===== src/rtl/peri_write_collector.sv =====
// peri_write_collector: window-filtered capture of core peripheral writes into a
// first-word-fall-through FIFO drained over a valid/ready stream.
module peri_write_collector #(
   parameter int DEPTH = 8,
   parameter int ADDR_W = 16,
   parameter int DATA_W = 16,
   parameter logic [ADDR_W-1:0] ADDR_LO = 16'h0000,
   parameter logic [ADDR_W-1:0] ADDR_HI = 16'hFFFF
) (
   input  logic                     clk,
   input  logic                     rst_n,
   input  logic                     peri_web,
   input  logic [ADDR_W-1:0]        peri_addr,
   input  logic [DATA_W-1:0]        peri_datao,
   input  logic                     clr,
   output logic                     out_valid,
   input  logic                     out_ready,
   output logic [ADDR_W-1:0]        out_addr,
   output logic [DATA_W-1:0]        out_data,
   output logic [$clog2(DEPTH):0]   count,
   output logic                     full,
   output logic                     overflow,
   output logic [7:0]               drop_cnt
);
   localparam int AW = $clog2(DEPTH);
   localparam int CW = AW + 1;
   logic [ADDR_W+DATA_W-1:0] mem [DEPTH];
   logic [AW-1:0] wr_ptr, rd_ptr;
   logic hit, push_req, pop, push_ok, drop;
   // signed compare on zero-extended operands keeps the full-range window from folding to a constant
   assign hit = ~peri_web
              & ($signed({1'b0, peri_addr}) >= $signed({1'b0, ADDR_LO}))
              & ($signed({1'b0, peri_addr}) <= $signed({1'b0, ADDR_HI}));
   assign push_req = hit & ~clr;
   assign out_valid = count != '0;
   assign full = count == CW'(DEPTH);
   assign pop = out_valid & out_ready & ~clr;
   assign push_ok = push_req & (~full | pop);
   assign drop = push_req & full & ~pop;
   assign out_addr = out_valid ? mem[rd_ptr][ADDR_W+DATA_W-1:DATA_W] : '0;
   assign out_data = out_valid ? mem[rd_ptr][DATA_W-1:0] : '0;
   always_ff @(posedge clk) begin
      if (!rst_n || clr) begin
         wr_ptr <= '0;
         rd_ptr <= '0;
         count <= '0;
         overflow <= 1'b0;
         drop_cnt <= '0;
      end else begin
         if (push_ok) wr_ptr <= wr_ptr + 1'b1;
         if (pop) rd_ptr <= rd_ptr + 1'b1;
         count <= count + CW'(push_ok) - CW'(pop);
         if (drop) overflow <= 1'b1;
         if (drop && drop_cnt != 8'hFF) drop_cnt <= drop_cnt + 8'd1;
      end
   end
   always_ff @(posedge clk)
      if (rst_n && push_ok) mem[wr_ptr] <= {peri_addr, peri_datao};
endmodule


===== config.mk =====
export PLATFORM = sky130hd
export DESIGN_NAME = peri_write_collector
export DESIGN_NICKNAME = d
export VERILOG_FILES = /design/src/rtl/peri_write_collector.sv
export SDC_FILE = /design/constraint.sdc
export NUM_CORES = 1
export LEC_CHECK = 0
export CAP_MARGIN = 20
export CORE_MARGIN = 2
export CORE_UTILIZATION = 45
export DETAILED_ROUTE_END_ITERATION = 8
export MAX_ROUTING_LAYER = met4
export PLACE_DENSITY = 0.75
export SYNTH_ARGS = -nofsm -noshare
export SYNTH_HDL_FRONTEND = slang
export SYNTH_SLANG_ARGS = --single-unit

===== constraint.sdc =====
create_clock -name clk -period 4.2 [get_ports clk]
set_input_delay 1.05 -clock clk [delete_from_list [all_inputs] [get_ports clk]]
set_output_delay 1.05 -clock clk [all_outputs]
set_load 0.03 [all_outputs]

[Yosys cells after proc, flatten, opt, wreduce, memory -nomap -nowiden]
Memories as Yosys holds them, arrays and structs flattened. A register that Yosys moved wholly into a read port is not among the register bits.
Index checks and enable logic that the tools add are counted.
Word-level totals
  latch bits: 0
  memories kept: 1
  flip-flop bits (word level): 19
  ROM bits: 0
  bits in writable memories: 256
Cells by class
  shift-type cells: 0
  $add $sub $neg: 5
  div/mod/pow operators: 0
  multipliers: 0
  reduce and logical (&&, ||, !) cells: 5
  bitwise gates (word level): 11
  multiplexer cells: 6
  equal/unequal tests: 2
  magnitude comparators: 0
Memory list
  mem: words 8, width 32, rd ports 1, clocked after Yosys merged registers in 1, write ports 1, line 27  | logic [ADDR_W+DATA_W-1:0] mem [DEPTH];
Operators with widths (number)
  two-way mux 16 bit: 2
  adder 8 x 1 -> 8 bit (second input constant): 1
  inequality test 8 bit (second input constant): 1
  adder 3 x 1 -> 3 bit (second input constant): 2
  bitwise AND 1 bit: 6
  two-way mux 3 bit: 2
  adder 4 x 1 -> 4 bit: 1
  == test 4 bit (second input constant): 1
  NOT 1 bit: 4
  nonzero test 4 bit: 1
  subtractor 4 x 1 -> 4 bit: 1
  logical AND 1 bit: 2
  two-way mux 1 bit: 2
  zero test 1 bit: 1
  logical OR 1 bit: 1
  OR 1 bit: 1

[Depth between registers and ports, before layout]
  word-level depth: 8
  depth in mapped cells: 12
  depth with buffers taken out: 12

[Worst setup path before layout]
No wires, ideal clock.
  path type: input to register
  start point: in out_ready
  end point: mem mem[4][0] in the netlist's numbering, enable pin
  arrival: 4.027 ns
  stages: 4
  data required time: 3.739 ns
  setup slack: -0.289 ns
  setup time: 0.461 ns
  cells stage by stage: nor2b_1 > o21ai_1 > or2_1 > nor3_1
Between the ends
  longest elaborated chain between the ends: 7
RTL lines
  start: declaration: line 17  | input logic out_ready,
  bitwise AND 1 bit (2 in a row): line 37  | assign pop = out_valid & out_ready & ~clr;
  OR 1 bit: line 38  | assign push_ok = push_req & (~full | pop);
  bitwise AND 1 bit: line 38
  logical AND 1 bit: line 58  | if (rst_n && push_ok) mem[wr_ptr] <= {peri_addr, peri_datao};
  two-way mux 1 bit: line 58
  two-way mux 1 bit (implied by the code): line 58
  end: declaration: line 27
Every way passes these cells.

==> summary.md <==
| Metric | Value |
|---|---|
| Sequential share of the synthesized area | `about three quarters` |
| Clock Root Buffer | `clkbuf_16` |
| Metal1 wirelength | `8630 um` |
| Synthesized flop and latch total | `roughly 280` |
| Fillers | `1803` |
| Final std cells w/o fill | `~980` |
| Internal Power | `about 4300 uW` |
| Final nets | `around 690` |
| CORE AREA | `roughly 24000 um2` |
| Drt pass-1 iters | `5` |
| Gate Count Post-Synth | `between 500 and 600` |
| Number of flops mapped to enable cells by yosys | `between 200 and 300` |
| # clock sinks | `~280` |
| Clock transition at path regs | `approximately 60 ps` |
| Distinct cells, synth | `44` |
| CP peak stage delay | `610 ps` |
| H-tree levels | `1` |
| Static leakage | `about 0.0039 uW` |
| Measured slew at the worst slew-check pin | `between 800 and 900 ps` |
| Post-route ant nets | `0` |
| Clk network pwr share | `between 30% and 40%` |
| I/O pin count | `between 80 and 90` |
| Place WS | `about 570 ps` |
| Vias | `approximately 5300` |
| PwrDens | `415 nW/um2` |
| Cell area after layout | `13000 um2` |
| Final worst slack | `about 270 ps` |
| Total track usage | `between 15 and 20%` |
| Max VDD drop | `around 0.31 mV` |
| Synth async-reset ratio | `0%` |
| WL per Instance | `~20 um` |
| Dpl cell area | `approximately 12000 um2` |
| Switching power | `1080 uW` |
| Status | `complete, no violations` |
| Num rows | `56` |
| Flop pwr share | `between 50% and 60%` |
| Main synth FF type | `edfxtp_1` |
| Cts hold-fix bufs | `0` |
| Fin. max-slew vios | `0` |
| Fin crit share | `between 90 and 100%` |
| Area leader, netlist | `edfxtp_1` |
| Iteration-0 DRC count of the detailed router | `~400` |
| Routed length on met3 | `about 1200 um` |
| CTS Buf Count | `26` |
| CP Max Fanout | `15` |
| Worst min path class | `reg -> reg` |
| Startpoint Class | `register` |
| DRC viols | `0` |
| Final Wtd Congestion | `around 0.75` |
| Worst path top cell family by delay | `buffers and inverters` |
| Worst setup EP type | `output port` |
| Clock Skew | `roughly 13 ps` |
| Max frequency | `0.255 GHz` |
| Vias in the first global route | `~5600` |
| CP bufs+invs | `2` |
| Largest net degree at the start of global routing | `37` |
| Starting Density | `between 40% and 50%` |
| I/O Buffers | `between 80 and 90` |
| Worst-Skew Late Latency | `520 ps` |
| Avg Inst Size Synth | `between 20 and 25 um2` |
| DR top layer | `met4` |
| Critical-path cell list | `buf_4 > mux4_2 > mux2i_1 > nor2_1 > clkdlybuf4s50_1` |
| Post-layout minimum cycle time | `between 3000 and 4000 ps` |
| Slew Limit Headroom | `between 40% and 50%` |
| Share of cells above drive strength 1 | `20.1%` |
| Die Wd | `159 um` |
| TritonCTS clock tree | `done` |
| Final WL | `~20000 um` |
| Slowest cell on the critical path | `clkdlybuf4s50_1` |
| Post-CTS Setup Inserts | `0` |
| Worst EP required | `roughly 3200 ps` |
| Detailed-route vias per instance | `approximately 5.4` |
| Hold Fails Final Rpt | `0` |
| Comb pwr share | `~4.6%` |
| Post-Syn Nets | `approximately 600` |
| Detail Placement HPWL | `around 12000 um` |
| Clock tree buffer depth | `3` |
| Post-layout util | `55.1%` |
| Initial antenna violation count | `1` |
| Met2 WL | `9940 um` |
| Synth warnings | `0` |
| WP data arrival | `around 2900 ps` |
| CTS-repair resized insts | `0` |
| Area growth from synthesis to layout | `20.1%` |
| First-pass GRT wire length | `31400 um` |
| Top post-synthesis cells by area | `edfxtp_1, mux4_2, dfxtp_1` |
| Die area | `approximately 25000 um2` |
| Synth top area share | `between 70% and 80%` |
| Max Cap Viol | `0` |
| Final number of setup-violating endpoints | `0` |
| Setup Crit Path Kind | `reg -> out` |
| Chip Height | `approximately 160 um` |
| Switch share | `approximately a fifth` |
| Mapped Area | `around 11000 um2` |
| RSZ-0062 raised after global routing | `no` |
| Cells after DPL | `between 900 and 1000` |
| Global route overflow | `0` |
synth_stat cells (all sizes together) (3+ instances only):
cell type  number
xor2            3
o21ai           3
inv             6
clkbuf         13
mux2i          34
edfxtp        256
mux4           64
nor2           51
nand2           9
nor4            3
dfxtp          22
buf            10
a21oi           8
nor3            8
nand3           8
ha              8
worst reg2reg max path, cell delays in order, from the launching register on:
cell and delay (ps):
dfxtp_1 310, inv_1 110, ha_1 190, nor3b_2 170, buf_4 420, inv_2 130, nand2_1 170, mux2i_1 210
nor2_1 60, ha_1 220, fa_1 420, xnor2_1 160, nor2_1 50
metal layers:
layer	global-route usage, %	up-vias
li1	-	2396
met1	21.8	2714
met2	27.1	163
met3	2.84	29
met4	3.31	0
met5	-	-
through the flow:
step	power (uW)	TNS, ps	hold slack [ps]
global placement	3340	0	458
finish	5390	0	485
CTS	5440	0	492
floorplan	3220	-18470	454
detailed placement	3350	0	468
global route	5570	0	525
flip-flops by register name (all words and copies together), names as in the netlist, named ones only:
signal / cells
overflow: 1
rd_ptr: 3
wr_ptr: 3
count: 4
drop_cnt: 8
mem: 256
cell families after synthesis:
kind of cell	share of synthesized area (%)
flops	75.2
mux	16.5
simple gates	4.41
buf+inv	1.13
compound gates	1.23
fa+ha+maj	1.11
xor+xnor	0.405
final cells by class:
type / count / area (um2) / share of cell area, %
clock buffer: 33 / 698 / 5.38
multi-input combinational: 229 / 2620 / 20.2
antenna: 1 / 2.50 / 0.0193
tap: 319 / 399 / 3.08
timing repair buffer: 101 / 1030 / 7.92
inverter: 7 / 27.5 / 0.212
clock inverter: 14 / 63.8 / 0.492
sequential: 278 / 8140 / 62.7
layout by cell type, fill, tap and decap left out, types with 2 or more instances in the layout:
cell type / instances
nor2b_1: 2
clkbuf_16: 27
buf_4: 13
xnor2_1: 2
clkbuf_1: 6
edfxtp_1: 256
and2_1: 2
mux2i_1: 34
dfxtp_4: 2
nand3_1: 8
nor2_1: 47
nor3_4: 2
clkinv_1: 8
nand4b_1: 2
o211ai_1: 2
a31oi_1: 2
nand2_1: 9
or3_1: 2
o21ai_1: 2
nor3_2: 2
inv_1: 5
buf_12: 5
nor2_4: 4
nor4_1: 2
mux4_2: 64
a21oi_1: 8
clkinv_2: 6
dfxtp_1: 19
xor2_1: 3
clkdlybuf4s50_1: 83
ha_1: 8
nor3_1: 4
worst paths after layout:
check	slack, ps	start	endpoint	cells after the start
setup reg to reg	1450	count[2]	count[2]	12
hold / removal	480	overflow	overflow	2
setup / recovery	270	register	out_addr[6]	5
hold reg to reg	480	overflow	overflow	2
power by group through the flow:
stage / Sequential [uW] / Clock (uW) / Combinational, uW
global placement: 3100 / 0 / 243
floorplan: 3100 / 0 / 117
CTS: 3040 / 2150 / 251
finish: 3040 / 2100 / 247
global route: 3040 / 2260 / 266
detailed placement: 3100 / 0 / 249
Power figures use the tool's default switching activity.
